`config.mk`:
```
export PLATFORM = sky130hd
export DESIGN_NAME = datamover_chunk_scheduler
export DESIGN_NICKNAME = d
export VERILOG_FILES = /design/src/rtl/datamover_chunk_scheduler.sv
export SDC_FILE = /design/constraint.sdc
export NUM_CORES = 1
export LEC_CHECK = 0
export BUFFER_PORTS_ARGS = -buffer_cell sky130_fd_sc_hd__clkbuf_2
export CORE_MARGIN = 3
export CORE_UTILIZATION = 39
export DETAILED_ROUTE_END_ITERATION = 6
export MAX_ROUTING_LAYER = met4
export PLACE_DENSITY = 0.71
export SLEW_MARGIN = 20
export SYNTH_ARGS = -nofsm -noshare
export SYNTH_HDL_FRONTEND = slang
export SYNTH_SLANG_ARGS = --single-unit
```
`constraint.sdc`:
```
create_clock -name clk_i -period 8.2 [get_ports clk_i]
set_clock_uncertainty 0.15 [all_clocks]
set_input_delay 1.23 -clock clk_i [delete_from_list [all_inputs] [get_ports clk_i]]
set_output_delay 1.23 -clock clk_i [all_outputs]
set_load 0.02 [all_outputs]
```
`src/rtl/datamover_chunk_scheduler.sv`:
```
// ---------------------------------------------------------------------------
// datamover_chunk_scheduler
//
// Splits one copy job (len_i words, src_addr_i -> dst_addr_i) into chunks of
// at most CHUNK_WORDS words and sequences the source (load) and sink (store)
// engines through them: program both, strobe both, wait for both dones, then
// advance. A one-cycle done_o pulse closes the job.
//
// Ports:
//   clk_i, rst_ni              clock, asynchronous active-low reset
//   clear_i                    synchronous soft clear (back to reset values)
//   start_i                    job start, sampled only while idle
//   src_addr_i, dst_addr_i     job byte base addresses
//   len_i                      job length in words
//   src_ready_i, snk_ready_i   engine can accept a request
//   src_done_i, snk_done_i     one-cycle engine chunk-complete pulses
//   src_req_start_o,
//   snk_req_start_o            one-cycle engine start strobes
//   src_base_o, snk_base_o     current chunk byte base addresses
//   chunk_len_o                current chunk length in words (both engines)
//   busy_o                     job in progress, through the done_o cycle
//   done_o                     one-cycle job-complete pulse
//   chunk_cnt_o                chunks completed in the current job
// ---------------------------------------------------------------------------
module datamover_chunk_scheduler #(
    parameter int DW          = 32,
    parameter int AW          = 32,
    parameter int LEN_W       = 16,
    parameter int CHUNK_WORDS = 64
) (
    input  logic             clk_i,
    input  logic             rst_ni,
    input  logic             clear_i,
    input  logic             start_i,
    input  logic [AW-1:0]    src_addr_i,
    input  logic [AW-1:0]    dst_addr_i,
    input  logic [LEN_W-1:0] len_i,
    input  logic             src_ready_i,
    input  logic             snk_ready_i,
    input  logic             src_done_i,
    input  logic             snk_done_i,
    output logic             src_req_start_o,
    output logic             snk_req_start_o,
    output logic [AW-1:0]    src_base_o,
    output logic [AW-1:0]    snk_base_o,
    output logic [LEN_W-1:0] chunk_len_o,
    output logic             busy_o,
    output logic             done_o,
    output logic [LEN_W-1:0] chunk_cnt_o
);

    typedef enum logic [2:0] {IDLE, ISSUE, WAIT, NEXT, FINISH} state_t;

    localparam logic [LEN_W-1:0] CHUNK_MAX  = LEN_W'(CHUNK_WORDS);
    localparam logic [AW-1:0]    WORD_BYTES = AW'(DW / 8);

    state_t           state;
    logic [LEN_W-1:0] rem;
    logic             src_issued, snk_issued;
    logic             src_fin, snk_fin;

    logic             src_issued_now, snk_issued_now;
    logic             src_fin_now, snk_fin_now;
    logic             track_done;
    logic [LEN_W-1:0] rem_next;
    logic [AW-1:0]    stride;

    function automatic logic [LEN_W-1:0] clip_len(input logic [LEN_W-1:0] n);
        return (n > CHUNK_MAX) ? CHUNK_MAX : n;
    endfunction

    // Strobes are combinational so an engine that is ready in the first ISSUE
    // cycle is started without an extra cycle; the issued flag guarantees a
    // single strobe per chunk.
    assign src_req_start_o = (state == ISSUE) && !src_issued && src_ready_i;
    assign snk_req_start_o = (state == ISSUE) && !snk_issued && snk_ready_i;

    assign src_issued_now = src_issued | src_req_start_o;
    assign snk_issued_now = snk_issued | snk_req_start_o;

    // A done only counts once that engine's strobe is already registered;
    // pulses before issue or outside ISSUE/WAIT are stale and dropped.
    assign track_done  = (state == ISSUE) || (state == WAIT);
    assign src_fin_now = src_fin | (src_done_i & src_issued & track_done);
    assign snk_fin_now = snk_fin | (snk_done_i & snk_issued & track_done);

    assign rem_next = rem - chunk_len_o;
    assign stride   = AW'(chunk_len_o) * WORD_BYTES;  // wraps modulo 2^AW

    // NOTE: every register here is assigned with <= so all state updates of a
    // cycle see the same pre-edge values regardless of statement order.
    always_ff @(posedge clk_i or negedge rst_ni) begin
        if (!rst_ni) begin
            state       <= IDLE;
            src_base_o  <= '0;
            snk_base_o  <= '0;
            chunk_len_o <= '0;
            chunk_cnt_o <= '0;
            rem         <= '0;
            src_issued  <= 1'b0;
            snk_issued  <= 1'b0;
            src_fin     <= 1'b0;
            snk_fin     <= 1'b0;
            busy_o      <= 1'b0;
            done_o      <= 1'b0;
        end else if (clear_i) begin
            // NOTE: the soft clear repeats the reset branch rather than
            // sharing it, keeping the async reset term alone in the first
            // condition as flop inference expects.
            state       <= IDLE;
            src_base_o  <= '0;
            snk_base_o  <= '0;
            chunk_len_o <= '0;
            chunk_cnt_o <= '0;
            rem         <= '0;
            src_issued  <= 1'b0;
            snk_issued  <= 1'b0;
            src_fin     <= 1'b0;
            snk_fin     <= 1'b0;
            busy_o      <= 1'b0;
            done_o      <= 1'b0;
        end else begin
            done_o <= 1'b0;
            case (state)
                IDLE: begin
                    // busy_o drops in the cycle after the done_o cycle.
                    busy_o <= start_i;
                    if (start_i) begin
                        src_base_o  <= src_addr_i;
                        snk_base_o  <= dst_addr_i;
                        rem         <= len_i;
                        chunk_len_o <= clip_len(len_i);
                        chunk_cnt_o <= '0;
                        state       <= (len_i != '0) ? ISSUE : FINISH;
                    end
                end
                ISSUE: begin
                    src_issued <= src_issued_now;
                    snk_issued <= snk_issued_now;
                    src_fin    <= src_fin_now;
                    snk_fin    <= snk_fin_now;
                    if (src_issued_now && snk_issued_now) state <= WAIT;
                end
                WAIT: begin
                    src_fin <= src_fin_now;
                    snk_fin <= snk_fin_now;
                    if (src_fin_now && snk_fin_now) state <= NEXT;
                end
                NEXT: begin
                    src_base_o  <= src_base_o + stride;
                    snk_base_o  <= snk_base_o + stride;
                    rem         <= rem_next;
                    chunk_cnt_o <= chunk_cnt_o + 1'b1;
                    src_issued  <= 1'b0;
                    snk_issued  <= 1'b0;
                    src_fin     <= 1'b0;
                    snk_fin     <= 1'b0;
                    if (rem_next == '0) begin
                        state <= FINISH;
                    end else begin
                        chunk_len_o <= clip_len(rem_next);
                        state       <= ISSUE;
                    end
                end
                FINISH: begin
                    done_o <= 1'b1;
                    state  <= IDLE;
                end
                default: state <= IDLE;
            endcase
        end
    end

endmodule
```
==> flow_metrics.tcl <==
set metrics [dict create \
    synth_area_per_cell_um2 8.47 \
    cts_setup_buffers 0 \
    syn_area_mm2 0.00828 \
    cp-end-kind "flop" \
    wl_per_cell_um 19.0 \
    dp_slack_ns 3.70 \
    ys_ff_latch 121 \
    worstPathArrival_ns 4.21 \
    synth_cell_type_count 72 \
    synth_warnings 0 \
    worstSkewPairLatency_ns 0.42 \
    initial_core_util_pct 40.3 \
    clk_pin_slew_ns 0.06 \
    cap_violations 0 \
    tns_ns 0 \
    fp.dieW_um 152 \
    nNetsFinal 1288 \
    diodes 0 \
    cts_buffers 17 \
    grt_pass1_wl_mm 41.8 \
    worstSetupPathType "in2reg" \
    place_congestion 0.922 \
    grt_pass1_vias 7675 \
    use_met1_pct 32.0 \
    cts_tree "yes" \
    path_max_fanout 35 \
    drcViolationCount 0 \
    synth-edff-count 0 \
    power_mw 2.54 \
    area_growth_pct 21.7 \
    syn_nets 1116 \
    critPathLaunchType "input pin" \
    slew_violations 0 \
    ant_nets 0 \
    overflow 0 \
    period_share_pct 49.4 \
    drtIter0Drc 661 \
    postCtsHoldBufs 0 \
    tightest_slew_ns 1.09 \
    grt_use_met2_pct 37.3 \
    ys_top_cells_by_count "dfrtp_1, nand2_1, nor2_1" \
    dr.pass1.iters 5 \
    setup_viol 0 \
    outcome "finished clean" \
    core.rowCount 52 \
    hold_path_end "snk_base_o[0]" \
    synth_largest_area_cell "dfrtp_1" \
    async_reset_ff_share_pct 100 \
    clockRootBuffer "clkbuf_16" \
    yosys.area.top_type_share_pct 36.6 \
    max_freq_mhz 247 \
    p_leak_nw 4.86 \
    grt-busiest-layer "met2" \
    r2r-end "chunk_len_o[0]" \
    r2r_slack_ns 4.28 \
    ios 188 \
    slew-limit-headroom_pct 27.0 \
    rsz0062_at_grt "false" \
    clock_path_buffers 2 \
    core_area_mm2 0.0206 \
    worstReg2RegStart "chunk_len_o[0]" \
    min-delay-start "snk_base_o[0]" \
    whs_path_depth 2 \
    min_path_type "reg2reg" \
    fill_cells 2004 \
    grt_max_degree 75 \
    numPortBuffers 187 \
    grt_use_total_pct 23.9 \
    synth.most_common_cell "dfrtp_1" \
    hold_viol 0 \
    min_period_ns 4.05 \
    hpwlAfterDp_mm 20.0 \
    cts_max_level 4 \
    critical_path_required_ns 8.36 \
    ir_drop_uv 119 \
    ys_seq_area_share_pct 36.6 \
    post_cts_resized 0 \
    wirelength_mm 27.2 \
    yosys-top-cells-area "dfrtp_1, ha_1, nand2_1, o21ai_0, nor2_1" \
    vias 8197 \
    via_per_inst 5.72 \
    grt_use_met3_pct 4.40 \
    ys.flop_type "dfrtp_1" \
    cts_sinks 121 \
    die_y_um 152 \
    synth_cells 977 \
    final_core_utilization_pct 49.0 \
    power.density_mw_per_mm2 252 \
    r2r_cells 12 \
    die_area_mm2 0.0230 \
    drive_gt1_share_pct 21.7 \
    timing.final.ws_setup_ns 4.15 \
    antenna_found_initial 0 \
]
## kinds of logic after synthesis
kind of cell | count (synthesis) | synth area share (%)
compound gates | 306 | 24.0
xor+xnor | 46 | 4.87
fa+ha+maj | 51 | 7.98
buf+inv | 86 | 4.05
flops | 121 | 36.6
mux | 17 | 2.13
simple gates | 350 | 20.4
## flip-flops by register name, indices dropped and copies added (netlist names), 3 cells and up
register,count
src_base_o,32
snk_base_o,32
chunk_len_o,16
rem,16
chunk_cnt_o,16
state,3
## layer usage
metal / vias to the layer above / part of all wire [%]
met5: - / 0
met4: 0 / 2.4
met3: 43 / 6.8
met2: 336 / 47
met1: 3898 / 44
li1: 3920 / -
## worst max-delay path by stage
stage,startpoint,to,slack (ns)
global placement,clear_i,chunk_len_o[0],3.76
global route,clear_i,chunk_len_o[0],3.95
floorplan,chunk_len_o[0],chunk_len_o[0],4.90
finish,clear_i,chunk_len_o[0],4.15
CTS,clear_i,chunk_len_o[0],4.17
detailed placement,clear_i,chunk_len_o[0],3.70
## report_power, final
group | total, mW | switching, mW | internal, mW
Combinational | 0.954 | 0.608 | 0.346
Clock | 0.784 | 0.295 | 0.488
Sequential | 0.800 | 0.109 | 0.691
## through the flow
stage	instances	cell area (um^2)	hold WS, ns
floorplan	977	8280	0.297
global placement	1400	9470	0.308
finish	1432	10100	0.321
global route	1432	10100	0.337
CTS	1432	10100	0.324
detailed placement	1400	9470	0.310
## critical path, stage by stage
cell and delay [ns]:
clkbuf_2 0.35, o21ba_4 0.64, nor2_1 0.32, nand2_1 0.15
buf_4 0.39, nor4_4 0.10, nor2_2 0.64, mux2_4 0.35
## cell type report
type | instances | area, um^2 | area share (%)
timing repair buffer | 197 | 1010 | 10.1
clock buffer | 19 | 443 | 4.39
multi-input combinational | 770 | 4930 | 48.9
tap | 270 | 338 | 3.35
clock inverter | 13 | 169 | 1.68
inverter | 42 | 158 | 1.56
sequential | 121 | 3030 | 30.0
## placed cells by master (no fill, tap or decap), types with 13 or more instances in the layout
cell type / netlist / routed
a21o_1: 21 / 21
a21oi_1: 70 / 70
a31oi_1: 14 / 14
and3_1: 22 / 22
clkbuf_16: 0 / 17
clkbuf_2: 0 / 186
dfrtp_1: 121 / 121
ha_1: 48 / 48
inv_1: 42 / 42
mux2i_1: 15 / 15
nand2_1: 115 / 114
nand3_1: 27 / 27
nand4_1: 13 / 13
nor2_1: 97 / 96
nor3_1: 16 / 16
o21ai_0: 83 / 83
xnor2_1: 21 / 21
xor2_1: 25 / 25
Note: power is estimated with default switching activity, not from simulation.
